--- src/rtl/uart_reg_bridge_if.sv ---
// uart_reg_bridge_if: byte-stream, transmit-request and register-bus signals
// of the UART host-command bridge, bundled as one interface.
//   rx_data_i / rx_valid_i : received byte and its one-cycle strobe
//   tx_data_o / tx_next_o  : response byte and one-cycle transmit request
//   tx_busy_i              : transmitter busy
//   reg_*                  : simple register bus (addr, wdata, we, re, rdata)
//   busy_o / timeout_o / overrun_o : bridge status
// Signal suffixes are from the bridge's point of view (modport slave).
interface uart_reg_bridge_if #(
  parameter int unsigned ADDR_W = 8
);
  logic [7:0]        rx_data_i;
  logic              rx_valid_i;
  logic [7:0]        tx_data_o;
  logic              tx_next_o;
  logic              tx_busy_i;
  logic [ADDR_W-1:0] reg_addr_o;
  logic [7:0]        reg_wdata_o;
  logic              reg_we_o;
  logic              reg_re_o;
  logic [7:0]        reg_rdata_i;
  logic              busy_o;
  logic              timeout_o;
  logic              overrun_o;

  modport slave (
    input  rx_data_i, rx_valid_i, tx_busy_i, reg_rdata_i,
    output tx_data_o, tx_next_o, reg_addr_o, reg_wdata_o, reg_we_o, reg_re_o,
           busy_o, timeout_o, overrun_o
  );

  modport master (
    output rx_data_i, rx_valid_i, tx_busy_i, reg_rdata_i,
    input  tx_data_o, tx_next_o, reg_addr_o, reg_wdata_o, reg_we_o, reg_re_o,
           busy_o, timeout_o, overrun_o
  );
endinterface

--- src/rtl/uart_reg_bridge.sv ---
// uart_reg_bridge: decodes 2-3 byte binary host commands arriving from the
// UART receiver, performs one register write (01 addr data) or read
// (02 addr) on the internal register bus and returns a one-byte response
// (ACK_BYTE, read data, or NAK_BYTE for an unknown opcode) via the
// transmitter.
// Ports:
//   clk  : clock
//   rst  : asynchronous active-high reset
//   bus  : uart_reg_bridge_if.slave (rx byte stream, tx request, register
//          bus, busy/timeout/overrun status)
module uart_reg_bridge #(
  parameter int unsigned ADDR_W      = 8,
  parameter int unsigned TIMEOUT_CYC = 1000000,
  parameter logic [7:0]  ACK_BYTE    = 8'hAA,
  parameter logic [7:0]  NAK_BYTE    = 8'hEE
) (
  input logic              clk,
  input logic              rst,
  uart_reg_bridge_if.slave bus
);

  localparam int unsigned       CNT_W    = $clog2(TIMEOUT_CYC);
  localparam logic [CNT_W-1:0]  CNT_LAST = CNT_W'(TIMEOUT_CYC - 1);
  localparam logic [7:0]        OP_WR    = 8'h01;
  localparam logic [7:0]        OP_RD    = 8'h02;

  typedef enum logic [2:0] {
    IDLE, GET_ADDR, GET_DATA, BUS_WR, BUS_RD, RD_CAP, SEND, TX_WAIT
  } state_e;

  state_e            state_q;
  logic              is_wr_q;
  logic [7:0]        resp_q;
  logic [ADDR_W-1:0] addr_q;
  logic [7:0]        wdata_q;
  logic              we_q;
  logic              re_q;
  logic              timeout_q;
  logic              overrun_q;
  logic [CNT_W-1:0]  cnt_q;
  logic [1:0]        guard_q;

  always_ff @(posedge clk or posedge rst) begin
    if (rst) begin
      state_q   <= IDLE;
      is_wr_q   <= 1'b0;
      resp_q    <= '0;
      addr_q    <= '0;
      wdata_q   <= '0;
      we_q      <= 1'b0;
      re_q      <= 1'b0;
      timeout_q <= 1'b0;
      overrun_q <= 1'b0;
      cnt_q     <= '0;
      guard_q   <= '0;
    end else begin
      we_q      <= 1'b0;
      re_q      <= 1'b0;
      timeout_q <= 1'b0;

      case (state_q)
        IDLE: begin
          if (bus.rx_valid_i) begin
            cnt_q <= '0;
            if (bus.rx_data_i == OP_WR || bus.rx_data_i == OP_RD) begin
              is_wr_q <= (bus.rx_data_i == OP_WR);
              state_q <= GET_ADDR;
            end else begin
              resp_q  <= NAK_BYTE;
              state_q <= SEND;
            end
          end
        end
        GET_ADDR: begin
          if (bus.rx_valid_i) begin
            addr_q <= bus.rx_data_i[ADDR_W-1:0];
            cnt_q  <= '0;
            if (is_wr_q) begin
              state_q <= GET_DATA;
            end else begin
              re_q    <= 1'b1;
              state_q <= BUS_RD;
            end
          end else if (cnt_q == CNT_LAST) begin
            timeout_q <= 1'b1;
            cnt_q     <= '0;
            state_q   <= IDLE;
          end else begin
            cnt_q <= cnt_q + 1'b1;
          end
        end
        GET_DATA: begin
          if (bus.rx_valid_i) begin
            wdata_q <= bus.rx_data_i;
            cnt_q   <= '0;
            we_q    <= 1'b1;
            state_q <= BUS_WR;
          end else if (cnt_q == CNT_LAST) begin
            timeout_q <= 1'b1;
            cnt_q     <= '0;
            state_q   <= IDLE;
          end else begin
            cnt_q <= cnt_q + 1'b1;
          end
        end
        // Strobes are set on entry so they are high for exactly the
        // BUS_WR / BUS_RD cycle.
        BUS_WR: begin
          resp_q  <= ACK_BYTE;
          state_q <= SEND;
        end
        BUS_RD: state_q <= RD_CAP;
        RD_CAP: begin
          resp_q  <= bus.reg_rdata_i;
          state_q <= SEND;
        end
        SEND: begin
          if (!bus.tx_busy_i) begin
            guard_q <= '0;
            state_q <= TX_WAIT;
          end
        end
        // Two guard cycles ignore tx_busy_i while the transmitter picks up
        // the request; from the third cycle on, wait for it to go idle.
        TX_WAIT: begin
          if (guard_q != 2'd2) begin
            guard_q <= guard_q + 1'b1;
          end else if (!bus.tx_busy_i) begin
            state_q <= IDLE;
          end
        end
      endcase

      if (bus.rx_valid_i &&
          (state_q inside {BUS_WR, BUS_RD, RD_CAP, SEND, TX_WAIT})) begin
        overrun_q <= 1'b1;
      end
    end
  end

  // tx_next_o follows the live tx_busy_i so the request is issued in the
  // same cycle the transmitter becomes free.
  assign bus.tx_next_o   = (state_q == SEND) && !bus.tx_busy_i;
  assign bus.tx_data_o   = resp_q;
  assign bus.reg_addr_o  = addr_q;
  assign bus.reg_wdata_o = wdata_q;
  assign bus.reg_we_o    = we_q;
  assign bus.reg_re_o    = re_q;
  assign bus.busy_o      = (state_q != IDLE);
  assign bus.timeout_o   = timeout_q;
  assign bus.overrun_o   = overrun_q;

endmodule

--- src/flat_wrapper.sv ---
// flat-port wrapper written by rule: the top's interface ports become plain ports
module uart_reg_bridge_flat 
#(
  parameter int unsigned ADDR_W      = 8,
  parameter int unsigned TIMEOUT_CYC = 1000000,
  parameter logic [7:0]  ACK_BYTE    = 8'hAA,
  parameter logic [7:0]  NAK_BYTE    = 8'hEE
)
  (clk, rst, bus_rx_data_i, bus_rx_valid_i, bus_tx_busy_i, bus_reg_rdata_i, bus_tx_data_o, bus_tx_next_o, bus_reg_addr_o, bus_reg_wdata_o, bus_reg_we_o, bus_reg_re_o, bus_busy_o, bus_timeout_o, bus_overrun_o);
  uart_reg_bridge_if #(.ADDR_W(ADDR_W)) bus_i ();
  input logic clk;
  input logic rst;
  input wire logic [$bits(bus_i.rx_data_i)-1:0] bus_rx_data_i;
  input wire logic [$bits(bus_i.rx_valid_i)-1:0] bus_rx_valid_i;
  input wire logic [$bits(bus_i.tx_busy_i)-1:0] bus_tx_busy_i;
  input wire logic [$bits(bus_i.reg_rdata_i)-1:0] bus_reg_rdata_i;
  output wire logic [$bits(bus_i.tx_data_o)-1:0] bus_tx_data_o;
  output wire logic [$bits(bus_i.tx_next_o)-1:0] bus_tx_next_o;
  output wire logic [$bits(bus_i.reg_addr_o)-1:0] bus_reg_addr_o;
  output wire logic [$bits(bus_i.reg_wdata_o)-1:0] bus_reg_wdata_o;
  output wire logic [$bits(bus_i.reg_we_o)-1:0] bus_reg_we_o;
  output wire logic [$bits(bus_i.reg_re_o)-1:0] bus_reg_re_o;
  output wire logic [$bits(bus_i.busy_o)-1:0] bus_busy_o;
  output wire logic [$bits(bus_i.timeout_o)-1:0] bus_timeout_o;
  output wire logic [$bits(bus_i.overrun_o)-1:0] bus_overrun_o;
  assign bus_i.rx_data_i = bus_rx_data_i;
  assign bus_i.rx_valid_i = bus_rx_valid_i;
  assign bus_i.tx_busy_i = bus_tx_busy_i;
  assign bus_i.reg_rdata_i = bus_reg_rdata_i;
  assign bus_tx_data_o = bus_i.tx_data_o;
  assign bus_tx_next_o = bus_i.tx_next_o;
  assign bus_reg_addr_o = bus_i.reg_addr_o;
  assign bus_reg_wdata_o = bus_i.reg_wdata_o;
  assign bus_reg_we_o = bus_i.reg_we_o;
  assign bus_reg_re_o = bus_i.reg_re_o;
  assign bus_busy_o = bus_i.busy_o;
  assign bus_timeout_o = bus_i.timeout_o;
  assign bus_overrun_o = bus_i.overrun_o;
  uart_reg_bridge #(.ADDR_W(ADDR_W), .TIMEOUT_CYC(TIMEOUT_CYC), .ACK_BYTE(ACK_BYTE), .NAK_BYTE(NAK_BYTE)) u_core (.clk(clk), .rst(rst), .bus(bus_i));
endmodule
--- config.mk ---
export PLATFORM = sky130hd
export DESIGN_NAME = uart_reg_bridge_flat
export DESIGN_NICKNAME = d
export VERILOG_FILES = /design/src/rtl/uart_reg_bridge_if.sv /design/src/rtl/uart_reg_bridge.sv /design/src/flat_wrapper.sv
export SDC_FILE = /design/constraint.sdc
export NUM_CORES = 1
export LEC_CHECK = 0
export CORE_UTILIZATION = 58
export CTS_BUF_LIST = sky130_fd_sc_hd__clkbuf_8
export DETAILED_ROUTE_END_ITERATION = 6
export GPL_ROUTABILITY_DRIVEN = 0
export GPL_TIMING_DRIVEN = 0
export PLACE_DENSITY = 0.95
export SLEW_MARGIN = 20
export SYNTH_ARGS = -nofsm -noshare
export SYNTH_HDL_FRONTEND = slang
export SYNTH_SLANG_ARGS = --single-unit
--- constraint.sdc ---
create_clock -name clk -period 5.6 [get_ports clk]
set_input_delay 0.56 -clock clk [delete_from_list [all_inputs] [get_ports clk]]
set_output_delay 0.56 -clock clk [all_outputs]
set_load 0.03 [all_outputs]
-- Word level (Yosys, flattened, before mapping)
Index checks and enable logic that the tools add are counted.
- add/subtract/negate cells: 2
- eq/ne operators: 17
- multiplexer cells: 28
- reduce and logical (&&, ||, !) cells: 19
- operator list (cell ; number):
    two-way mux 20 bit ; 3
    one-hot mux 20 bit (2 select lines) ; 1
    two-way mux 3 bit ; 9
    one-hot mux 8 bit (3 select lines) ; 1
    one-hot mux 3 bit (7 select lines) ; 1
    adder 20 x 1 -> 20 bit, second input constant ; 1
    equality test 20 bit, second input constant ; 1
    two-way mux 8 bit ; 2
    equality test 3 bit, second input constant ; 4
    != test 2 bit, second input constant ; 6
    AND reduction 3 bit ; 3
    equality test 8 x 1 -> 1 bit, second input constant ; 1
    equality test 8 x 2 -> 1 bit, second input constant ; 1
    two-way mux 1 bit ; 8
    equality test 3 x 2 -> 1 bit, second input constant ; 2
    AND reduction 2 bit ; 3
    nonzero test 3 bit ; 2
    nonzero test 5 bit ; 1
    two-way mux 2 bit ; 2
    one-hot mux 2 bit (2 select lines) ; 1
    AND reduction 4 bit ; 1
    nonzero test 2 bit ; 2
    OR reduction 2 bit ; 2
    equality test 3 x 1 -> 1 bit, second input constant ; 1
    6 further kinds ; 7
- register bits after elaboration: 54
- input bits: 20
- output and inout port bits: 30
- logic and storage cells: 77

-- Depth between registers and ports, before layout
- depth in word-level cells: 5
- gate-level depth with buffers: 9
- gate-level depth less buffers: 7

-- Worst setup path before layout
No wires, ideal clock.
- path type: reg2out
- start point: reg u_core.state_q[0]
- end point: out bus_tx_next_o
- arrival: 1.474 ns
- data required time: 5.040 ns
- setup slack: 3.566 ns
- cell stages (with the launch flop): 4
- buffers on the path: 2
- cell sequence: dfrtp_1 > buf_2 > clkbuf_1 > nor3_1
- cells in the longest elaborated chain, start to end: 2
- ends and longest elaborated chain (element ; RTL line ; source):
    start: declaration ; uart_reg_bridge.sv:31 ; state_e state_q;
    start signal: assignment ; uart_reg_bridge.sv:45 ; state_q <= IDLE;
    start signal: assignment ; uart_reg_bridge.sv:67 ; state_q <= GET_ADDR;
    start signal: assignment ; uart_reg_bridge.sv:70 ; state_q <= SEND;
    equality test 3 bit ; uart_reg_bridge.sv:143 ; assign bus.tx_next_o = (state_q == SEND) && !bus.tx_busy_i;
    logical AND 1 bit ; uart_reg_bridge.sv:143 ;
    end: declaration ; flat_wrapper.sv:18 ; output wire logic [$bits(bus_i.tx_next_o)-1:0] bus_tx_next_o;
Every way passes these cells.

-- Worst setup path after layout
Ends and elaborated chain as after synthesis.

==> summary.md <==
| Metric | Value |
|---|---|
| DRT antenna net count | `0` |
| Routed WL | `6.50 mm` |
| Setup crit end kind | `output port` |
| Least-Margin Pin Slew | `0.999 ns` |
| Startpoint types | `flip-flop` |
| Crit path max-delay cell type | `clkdlybuf4s50_1` |
| Worst min path class | `reg -> reg` |
| Final Hold Vio Count | `0` |
| Mean area per synthesized cell | `10.4 µm²` |
| Dpl ws | `3.05 ns` |
| Hold WS | `0.496 ns` |
| Worst VDD drop | `0.315 mV` |
| Slew headroom | `33.2%` |
| Top Family by Delay on Critical Path | `buffers and inverters` |
| Crit path required time | `5.04 ns` |
| PwrDens | `439 nW/µm²` |
| Simple-gate share of the synthesized area | `19.1%` |
| # Post-CTS Setup Buffers | `0` |
| Power, Total | `1490 µW` |
| Critical path type | `reg -> out` |
| Mux contribution to synthesized area | `7.40%` |
| Fmax | `374 MHz` |
| Sequential element share of the synthesized area | `49.6%` |
| WP data arrival | `2.12 ns` |
| Final setup fails | `0` |
| Largest family of logic cells by synthesized area | `simple AND/OR/NAND/NOR gates` |
| Library cells used by synthesis | `52` |
| Unrepaired setup endpoints after global routing | `false` |
| Congestion Overflow GR | `0` |
| Core area | `4440 µm²` |
| Post-DP HPWL | `4.55 mm` |
| Crit-path max cell delay | `0.69 ns` |
| Status | `finished with violations` |
| Clock Path Buffers | `2` |
| YS warnings | `0` |
| Total CTS buffers | `5` |
| Post-CTS resize count | `0` |
| Cell taking the most area after synthesis | `dfrtp_1` |
| MaxCap Viol Count | `0` |
| Cell area after synthesis | `2720 µm²` |
| Synth Flop Type | `dfrtp_1` |
| Pleak | `0.00142 µW` |
| Adder-cell share of the synthesized area | `0.919%` |
| Port bufs | `48` |
| Total track usage | `28.2%` |
| Slew Viols, Final | `0` |
| Syn nets | `283` |
| First-pass GRT wire length | `11.0 mm` |
| Final WS setup | `2.92 ns` |
| Worst skew pair latency | `0.31 ns` |
| Post-DR vias/cell | `6.38` |
| Largest net degree at the start of global routing | `33` |
| Layout cells sized above 1 | `13.2%` |
| Top post-synthesis cells by area | `dfrtp_1 (50%), mux2_2 (7.0%), o21ai_0 (2.9%)` |
| Setup_tns | `0 ns` |
| Htree depth | `2` |
| CTS sink count | `54` |
| DRC | `6` |
| Site Rows | `24` |
| Top Ports | `50` |
| Via count | `2,361` |
| Initial core utilization | `61.3%` |
| Critical-path cell list | `buf_2, clkbuf_1, nor3_1, clkdlybuf4s50_1` |
| Die Wd | `70.5 µm` |
| Complex-gate fraction of the synthesized area | `17.6%` |
| DR pass1 iterations | `7` |
| CTS Root Cell | `clkbuf_8` |
| Post-synth EDFFs | `0` |
| Top-area cell type share of the netlist area | `49.6%` |
| Final core occ | `76.5%` |
| Xor and xnor area share after synthesis | `0.965%` |
| Failing checks | `design-rule violations` |
| Die area | `4970 µm²` |
| Asr flop ratio synth | `100%` |
| Synthesized instance count | `261` |
| Crit path time final | `2.68 ns` |
| WL per Instance | `17.6 µm` |
| CTS tree | `built` |
| N_diodes | `0` |
| Number of global-route vias before repair | `2,331` |
| Clock Skew | `0.00663 ns` |
| Buf/Inv on CP | `3` |
| 1st-iter DRT viols | `226` |
| Area grow syn2layout | `24.8%` |
| Synthesized flop and latch total | `54` |
| CTS Hold Bufs | `0` |
| Clk slew on worst S/H paths | `0.09 ns` |
| FILL cells | `288` |
| Critical path fanouts, max | `10` |
| Die height | `70.5 µm` |
| Initial antenna violation count | `0` |
| Fin crit share | `47.8%` |
| Nets | `339` |
-- path summary, 6_finish.rpt --
path / from / end / slack [ns] / cells after the start
min in group asynchronous: rst / u_core.cnt_q[19]$_DFFE_PP0P_ / 0.60 / 2
setup reg to reg: u_core.cnt_q[0]$_DFFE_PP0P_ / u_core.cnt_q[3]$_DFFE_PP0P_ / 3.46 / 8
setup / recovery: u_core.state_q[0]$_DFFE_PP0P_ / bus_tx_next_o / 2.92 / 4
hold / removal: u_core.cnt_q[17]$_DFFE_PP0P_ / u_core.cnt_q[17]$_DFFE_PP0P_ / 0.50 / 1
max in group asynchronous: rst / u_core.guard_q[0]$_DFFE_PP0P_ / 4.47 / 3
hold reg to reg: u_core.cnt_q[17]$_DFFE_PP0P_ / u_core.cnt_q[17]$_DFFE_PP0P_ / 0.50 / 1
-- flip-flops by register name (all words and copies together) (netlist names), 2 cells and up --
signal,count
u_core.bus.reg_addr_o,8
u_core.guard_q,2
u_core.bus.tx_data_o,8
u_core.bus.reg_wdata_o,8
u_core.cnt_q,20
u_core.state_q,3
-- Yosys cell counts (5+ instances only) --
cell type  instances
a21oi_1           13
a22o_1             5
a31oi_1           12
and4_1             5
clkbuf_1           5
dfrtp_1           54
inv_1             10
mux2_2            17
nand2_1           19
nand2b_1           7
nand3_1           13
nor2_1            13
nor3_1             6
o21ai_0           16
-- metrics by stage --
| stage | area (µm²) | cells |
|---|---|---|
| floorplan | 2720 | 261 |
| global placement | 3270 | 361 |
| detailed placement | 3290 | 362 |
| CTS | 3400 | 370 |
| global route | 3400 | 370 |
| finish | 3400 | 370 |
-- worst register-to-register path, delay by kind of cell (launching register included) --
kind                     cells  cell delay, ns
adder cells (fa/ha/maj)      1            0.27
AO/OA/AOI/OAI                2            0.45
buffers and inverters        2            0.35
AND/OR/NAND/NOR              3            0.56
flip-flops                   1            0.44
-- cell usage in the layout, fill, tap and decap left out, drive strengths merged, types with 2 or more instances in the layout --
| cell type | synthesis | layout |
|---|---|---|
| inv | 10 | 10 |
| nor4 | 5 | 5 |
| mux2 | 17 | 17 |
| ha | 2 | 2 |
| a31oi | 12 | 12 |
| nand2 | 19 | 19 |
| a41oi | 2 | 2 |
| nor2 | 13 | 13 |
| o31ai | 4 | 4 |
| and4 | 5 | 5 |
| clkbuf | 5 | 13 |
| o21bai | 2 | 2 |
| and3 | 3 | 3 |
| nor3 | 6 | 6 |
| a211oi | 2 | 2 |
| clkdlybuf4s50 | 0 | 48 |
| a22o | 5 | 5 |
| nand2b | 7 | 7 |
| and2 | 3 | 3 |
| buf | 9 | 10 |
| xnor2 | 2 | 2 |
| o22a | 4 | 4 |
| nand4b | 2 | 2 |
| dfrtp | 54 | 54 |
| nand3b | 2 | 2 |
| nand3 | 14 | 14 |
| o21ai | 17 | 17 |
| a2bb2oi | 2 | 2 |
| a21oi | 14 | 14 |
| a21o | 2 | 2 |
| nand4 | 3 | 3 |
-- final cells by class --
type	count	area (µm²)	area share [%]
plain buffers	14	83.8	2.47
clock buffers	8	110	3.24
inverters	10	37.5	1.10
multi-input cells	183	1250	36.8
flip-flops and latches	54	1350	39.7
well taps	52	65.1	1.91
repair buffers	49	500	14.7
-- power breakdown --
| part | internal [µW] | switching, µW | total [µW] | leakage [µW] |
|---|---|---|---|---|
| combinational | 297 | 384 | 681 | 0.000673 |
| clock | 125 | 123 | 248 | 0.0000575 |
| sequential | 490 | 74.5 | 564 | 0.000691 |
-- metal layers --
| layer | up-vias | GRT usage, % | part of all wire [%] |
|---|---|---|---|
| li1 | 1083 | - | - |
| met1 | 1141 | 33.8 | 39 |
| met2 | 119 | 49.2 | 52 |
| met3 | 18 | 5.13 | 6.6 |
| met4 | 0 | 14.0 | 2.7 |
| met5 | - | 0 | 0 |
-- cell families after synthesis --
logic type | Yosys count
simple gates | 88
compound gates | 72
flops | 54
buf+inv | 24
mux | 18
xor+xnor | 3
fa+ha+maj | 2
(Power assumes the default switching activity.)
